**src/rtl/audio_pkg.sv**
```systemverilog
// audio_pkg: shared envelope state encoding and default envelope width
package audio_pkg;

    localparam int ENV_BITS_DEFAULT = 6;

    typedef enum logic [2:0] {
        IDLE,
        ATTACK,
        DECAY,
        SUSTAIN,
        RELEASE
    } env_state_t;

endpackage

```
**src/rtl/audio_env_fsm.sv**
```systemverilog
// audio_env_fsm: NOTE_ON edge detection plus ADSR state and saturating envelope level
module audio_env_fsm
    import audio_pkg::*;
#(
    parameter int ENV_BITS      = ENV_BITS_DEFAULT,
    parameter int ATTACK_STEP   = 8,
    parameter int DECAY_STEP    = 1,
    parameter int SUSTAIN_LEVEL = 32,
    parameter int RELEASE_STEP  = 2
) (
    input  logic                CLK,
    input  logic                RESET,
    input  logic                NOTE_ON,
    input  logic                TICK,
    output logic [ENV_BITS-1:0] ENV_LEVEL,
    output logic                BUSY
);

    localparam logic [ENV_BITS:0]   LEVEL_MAX   = {1'b0, {ENV_BITS{1'b1}}};
    localparam logic [ENV_BITS:0]   ATTACK_INC  = (ENV_BITS+1)'(ATTACK_STEP);
    localparam logic [ENV_BITS:0]   DECAY_DEC   = (ENV_BITS+1)'(DECAY_STEP);
    localparam logic [ENV_BITS:0]   RELEASE_DEC = (ENV_BITS+1)'(RELEASE_STEP);
    localparam logic [ENV_BITS-1:0] SUSTAIN_VAL = ENV_BITS'(SUSTAIN_LEVEL);

    env_state_t          state, stateNext;
    logic [ENV_BITS-1:0] levelNext;
    logic                noteOnQ;
    logic                rise, fall;
    logic [ENV_BITS:0]   attackSum, decayDiff, releaseDiff;
    logic                attackTop, decayFloor, releaseFloor;

    // one extra bit so overflow and underflow are visible before saturating
    assign attackSum    = {1'b0, ENV_LEVEL} + ATTACK_INC;
    assign decayDiff    = {1'b0, ENV_LEVEL} - DECAY_DEC;
    assign releaseDiff  = {1'b0, ENV_LEVEL} - RELEASE_DEC;
    assign attackTop    = attackSum >= LEVEL_MAX;
    assign decayFloor   = decayDiff[ENV_BITS] || (decayDiff <= {1'b0, SUSTAIN_VAL});
    assign releaseFloor = releaseDiff[ENV_BITS] || (releaseDiff == '0);

    assign rise = NOTE_ON && !noteOnQ;
    assign fall = !NOTE_ON && noteOnQ;
    assign BUSY = state != IDLE;

    // register NOTE_ON history, ADSR state and level
    always_ff @(posedge CLK) begin
        if (RESET) begin
            noteOnQ   <= 1'b0;
            state     <= IDLE;
            ENV_LEVEL <= '0;
        end else begin
            noteOnQ   <= NOTE_ON;
            state     <= stateNext;
            ENV_LEVEL <= levelNext;
        end
    end

    // note edges take priority over ticks; a retrigger keeps the current level
    always_comb begin
        stateNext = state;
        levelNext = ENV_LEVEL;
        if (rise)
            stateNext = ATTACK;
        else if (fall && (state inside {ATTACK, DECAY, SUSTAIN}))
            stateNext = RELEASE;
        else if (TICK) begin
            case (state)
                ATTACK: begin
                    stateNext = attackTop ? DECAY : ATTACK;
                    levelNext = attackTop ? '1 : attackSum[ENV_BITS-1:0];
                end
                DECAY: begin
                    stateNext = decayFloor ? SUSTAIN : DECAY;
                    levelNext = decayFloor ? SUSTAIN_VAL : decayDiff[ENV_BITS-1:0];
                end
                RELEASE: begin
                    stateNext = releaseFloor ? IDLE : RELEASE;
                    levelNext = releaseFloor ? '0 : releaseDiff[ENV_BITS-1:0];
                end
                default: ;
            endcase
        end
    end

endmodule

```
**src/rtl/generic_counter.sv**
```systemverilog
// GenericCounter: wrapping 0..COUNTER_MAX counter emitting a one-cycle TICK on its last count
module GenericCounter #(
    parameter int COUNTER_WIDTH = 16,
    parameter int COUNTER_MAX   = 65535
) (
    input  logic CLK,
    input  logic RESET,
    input  logic ENABLE,
    output logic TICK
);

    localparam logic [COUNTER_WIDTH-1:0] LAST = COUNTER_WIDTH'(COUNTER_MAX);

    logic [COUNTER_WIDTH-1:0] count;

    assign TICK = ENABLE && (count == LAST);

    // free-running count, wraps to zero after LAST
    always_ff @(posedge CLK) begin
        if (RESET)
            count <= '0;
        else if (ENABLE)
            count <= (count == LAST) ? '0 : count + 1'b1;
    end

endmodule

```
**src/rtl/audio_envelope_pwm.sv**
```systemverilog
// audio_envelope_pwm: ADSR-enveloped, PWM-gated square wave output stage
// Build option AUDIO_ENV_PDM_EN: compare against bit-reversed PWM counter (pulse-density output).
module audio_envelope_pwm
    import audio_pkg::*;
#(
    parameter int ENV_BITS      = ENV_BITS_DEFAULT,
    parameter int ENV_TICK_DIV  = 48828,
    parameter int ATTACK_STEP   = 8,
    parameter int DECAY_STEP    = 1,
    parameter int SUSTAIN_LEVEL = 32,
    parameter int RELEASE_STEP  = 2
) (
    input  logic                CLK,
    input  logic                RESET,
    input  logic                AUDIO_IN,
    input  logic                NOTE_ON,
    output logic                AUDIO_OUT,
    output logic [ENV_BITS-1:0] ENV_LEVEL,
    output logic                BUSY
);

    logic                envTick;
    logic [ENV_BITS-1:0] pwmCnt, cmp;

    GenericCounter #(
        .COUNTER_WIDTH(16),
        .COUNTER_MAX  (ENV_TICK_DIV - 1)
    ) tickGen (
        .CLK   (CLK),
        .RESET (RESET),
        .ENABLE(1'b1),
        .TICK  (envTick)
    );

    audio_env_fsm #(
        .ENV_BITS     (ENV_BITS),
        .ATTACK_STEP  (ATTACK_STEP),
        .DECAY_STEP   (DECAY_STEP),
        .SUSTAIN_LEVEL(SUSTAIN_LEVEL),
        .RELEASE_STEP (RELEASE_STEP)
    ) envFsm (
        .CLK      (CLK),
        .RESET    (RESET),
        .NOTE_ON  (NOTE_ON),
        .TICK     (envTick),
        .ENV_LEVEL(ENV_LEVEL),
        .BUSY     (BUSY)
    );

`ifdef AUDIO_ENV_PDM_EN
    assign cmp = {<<{pwmCnt}};
`else
    assign cmp = pwmCnt;
`endif

    // free-running PWM counter and registered gated output
    always_ff @(posedge CLK) begin
        if (RESET) begin
            pwmCnt    <= '0;
            AUDIO_OUT <= 1'b0;
        end else begin
            pwmCnt    <= pwmCnt + 1'b1;
            AUDIO_OUT <= AUDIO_IN && (cmp < ENV_LEVEL);
        end
    end

endmodule
```
**config.mk**
```make
export PLATFORM = sky130hd
export DESIGN_NAME = audio_envelope_pwm
export DESIGN_NICKNAME = d
export VERILOG_FILES = /design/src/rtl/audio_pkg.sv /design/src/rtl/audio_env_fsm.sv /design/src/rtl/generic_counter.sv /design/src/rtl/audio_envelope_pwm.sv
export SDC_FILE = /design/constraint.sdc
export NUM_CORES = 1
export LEC_CHECK = 0
export CAP_MARGIN = 15
export CORE_ASPECT_RATIO = 0.8
export CORE_MARGIN = 8
export CORE_UTILIZATION = 28
export DETAILED_ROUTE_END_ITERATION = 10
export GPL_TIMING_DRIVEN = 0
export PLACE_DENSITY_LB_ADDON = 0.2
export RECOVER_POWER = 25
export SYNTH_ARGS = -nofsm -noshare
export SYNTH_HDL_FRONTEND = slang
export SYNTH_SLANG_ARGS = --single-unit
```
**constraint.sdc**
```tcl
create_clock -name CLK -period 2.3 [get_ports CLK]
set_clock_uncertainty 0.05 [all_clocks]
set_input_delay 0.46 -clock CLK [delete_from_list [all_inputs] [get_ports CLK]]
set_output_delay 0.46 -clock CLK [all_outputs]
set_load 0.005 [all_outputs]
```
==> flow_summary_export.csv <==
group,metric,value,unit
grt,antenna_violations_before_repair,0,
run_status,outcome,"complete, no violations",
logic_synthesis,async_flop_share,0,
layout,mostFrequentLayoutCell,"sky130_fd_sc_hd__nor2_1",
clock_network,clock_latency,0.28,ns
timing,grt_setup_unrepaired,"yes",
worst_setup_path,path_class,"register to register",
floorplanning,die_h,94.23,um
worst_setup_path,worstPathArrival,2.34,ns
place,placement.io_buffers,10,
floorplanning,floorplan.die.width,113.8,um
logic_synthesis,synthesis.area_per_instance,8.603,sq um
drt,detail_route.vias_per_cell,4.885,
place,dp.cells,364,
power_and_ir_drop,power.ir.vdd_worst,0.2913,mV
layout,antennaDiodeCount,0,
run,max_cap_viol_count,0,
drt,dr.pass1.iters,4,
place,globalplace.congestion,0.8591,
logic_synthesis,yosysSeqAreaShare,0.3084,
drt,drt_first_iter_violations,108,
layout,layout-area-overhead-vs-synth,20.85,%
timing,post-route-min-period,2.204,ns
timing,clock.fmax,453.8,MHz
grt,via_count_of_the_first_global_routing_pass,1737,
timing,setup_viol_count_final,0,
layout,post_layout_instance_count_excluding_filler_cells,373,
grt,grtUsageTotal,0.09909,
timing,transition_time_at_the_pin_with_the_least_slew_margin,0.6181,ns
worst_setup_path,cp_slowest_stage_delay,0.37,ns
worst_setup_path,rrSetupSlack,0.1,ns
timing,max_slew_headroom_at_the_worst_pin,0.5880,
logic_synthesis,synth_nets,271,
min_path,worst_min_delay_path_class,"primary input to register",
floorplanning,core_area,7392,sq um
worst_setup_path,required,2.43,ns
worst_setup_path,crit_chain,"clkbuf_8, inv_1, ha_1, nand2b_1, o211ai_1, a21oi_2, o2111ai_1, a311oi_1",
clock_network,cts.clk_slew.worst_paths,0.07,ns
layout,share_of_layout_cells_above_drive_strength_1,0.1828,
power_and_ir_drop,power.static_leakage,0.9621,nW
grt,grt_max_degree,11,
floorplanning,die-area,10720,sq um
worst_setup_path,slowest_stage,"sky130_fd_sc_hd__dfxtp_4",
clock_network,tritoncts_clock_tree,"done",
floorplanning,ioPinCount,12,
grt,globalRouteOverflowTotal,0,
drt,antenna_violating_nets_post_route,0,
drt,drt-total-wl,5145,um
logic_synthesis,synth_flop_cell,"sky130_fd_sc_hd__dfxtp_1",
floorplanning,floorplan.initialDensity,0.2898,
logic_synthesis,synthesis.instances,249,
layout,finalNetCount,289,
timing,hold_viol,0,
power_and_ir_drop,power.density_cell_area,475.7,nW/um^2
place,detailed_place_hpwl,3748,um
logic_synthesis,number_of_enable_flip_flop_cells_after_synthesis,0,
drt,vias,1822,
timing,postLayoutSetupSlackWorst,0.09649,ns
timing,final_min_period_over_clock_period,0.9580,
clock_network,h-tree-depth,2,
floorplanning,row_count,28,
clock_network,clock-root-buffer,"sky130_fd_sc_hd__clkbuf_8",
clock_network,max-clock-path-buffers,2,
logic_synthesis,mappedNetlistArea,2142,sq um
worst_setup_path,critical_path_peak_fanout,10,
place,place_ws,-0.4782,ns
logic_synthesis,synth_seq_cells,33,
worst_setup_path,endpoint_kind,"register",
clock_network,tritoncts.num_buffers,5,
worst_setup_path,critPathLaunchType,"register",
drt,route.detailed.drc,0,
layout,layout_common_cells,"sky130_fd_sc_hd__nor2_1, sky130_fd_sc_hd__dfxtp_1, sky130_fd_sc_hd__ha_1",
clock_network,tritoncts_num_sinks,33,
logic_synthesis,post_synth_num_cell_types,52,
grt,grt_pass1_wl,8638,um
drt,detail_route.wl_per_cell,13.79,um
logic_synthesis,ys_warn_count,0,
timing,setup_tns,0,ns
timing,slew_viol_final,0,
## worst max-delay path: cells and delay by family, from the launching register on
family          cells  cell delay [ns]
compound gates      4             0.97
flops               1             0.37
fa+ha+maj           1             0.22
simple gates        1             0.15
buf+inv             2             0.34
## logic make-up after synthesis
kind of cell / count (synthesis) / share of synthesized area
buffers and inverters: 20 / 0.04498
flip-flops: 33 / 0.3084
multiplexers: 1 / 0.004673
adder cells (fa/ha/maj): 18 / 0.1051
XOR/XNOR: 22 / 0.08995
AO/OA/AOI/OAI: 46 / 0.1554
AND/OR/NAND/NOR: 109 / 0.2915
## worst paths after layout
path / startpoint / endpoint / cells after the start
setup / recovery: envFsm.ENV_LEVEL[3] / envFsm.ENV_LEVEL[3] / 8
hold / removal: RESET / envFsm.ENV_LEVEL[1] / 2
setup reg to reg: envFsm.ENV_LEVEL[3] / envFsm.ENV_LEVEL[3] / 8
hold reg to reg: tickGen.count[0] / tickGen.count[0] / 1
## through the flow
step / area (sq um) / hold slack (ns) / power [mW] / util
after floorplan: 2142 / 0.3632 / 0.6575 / -
after global placement: 2374 / 0.3793 / 0.6813 / 0.3211
after detailed placement: 2374 / 0.3837 / 0.6814 / 0.3211
after CTS: 2539 / 0.3421 / 1.253 / 0.3434
after global routing: 2589 / 0.3413 / 1.283 / 0.3502
final: 2589 / 0.3447 / 1.231 / 0.3502
## cell usage after synthesis (3+ instances only)
master	number	share of area
sky130_fd_sc_hd__nor2b_1	3	0.0088
sky130_fd_sc_hd__o21ai_0	7	0.016
sky130_fd_sc_hd__o211a_1	3	0.014
sky130_fd_sc_hd__nand2_1	12	0.021
sky130_fd_sc_hd__nand2b_1	9	0.026
sky130_fd_sc_hd__xnor2_1	12	0.049
sky130_fd_sc_hd__a21oi_1	9	0.021
sky130_fd_sc_hd__dfxtp_1	33	0.31
sky130_fd_sc_hd__nand4_1	4	0.012
sky130_fd_sc_hd__or2_2	4	0.012
sky130_fd_sc_hd__clkbuf_1	7	0.012
sky130_fd_sc_hd__nor2_1	29	0.051
sky130_fd_sc_hd__ha_1	18	0.11
sky130_fd_sc_hd__nand3_1	13	0.030
sky130_fd_sc_hd__o211ai_1	5	0.018
sky130_fd_sc_hd__nor3b_1	4	0.014
sky130_fd_sc_hd__a31oi_1	3	0.0088
sky130_fd_sc_hd__and3_1	6	0.018
sky130_fd_sc_hd__or3b_2	3	0.012
sky130_fd_sc_hd__nand3b_1	3	0.011
sky130_fd_sc_hd__or3_1	3	0.0088
sky130_fd_sc_hd__inv_1	8	0.014
sky130_fd_sc_hd__xor2_1	10	0.041
sky130_fd_sc_hd__and4_1	4	0.016
sky130_fd_sc_hd__nor3_1	3	0.0070
## report_power, final
part,internal [mW],switching (mW)
Clock,0.353,0.210
Sequential,0.582,0.00884
Combinational,0.0365,0.0417
## sequential cells by signal (all words and copies together) (netlist names)
name / cells
envFsm.ENV_LEVEL: 6
cmp: 6
envFsm.noteOnQ: 1
tickGen.count: 16
envFsm.state: 3
AUDIO_OUT: 1
## metal layers
layer	track usage	routed length [um]	part of all wire
met4	0.02873	33	0.0064
met1	0.1438	2743	0.53
met2	0.1386	2131	0.41
met3	0.02505	237	0.046
met5	0	0	0
## area by class of cell
cell class	instances	area, sq um
fillers	770	4803
multi-input cells	196	1448
flip-flops and latches	33	671.9
well taps	105	131.4
repair buffers	12	115.1
clock buffers	7	86.33
plain buffers	11	76.32
clock inverters	1	30.03
inverters	8	30.03
## repair_timing
action,4_1_cts,5_1_grt
gates cloned,0,0
hold buffers,0,0
pin swaps,2,3
buffers inserted,2,0
endpoints found under the hold margin,0,0
endpoints found under the setup margin,18,16
resized for setup,16,17
No activity file was read; power rests on OpenSTA's default activity.
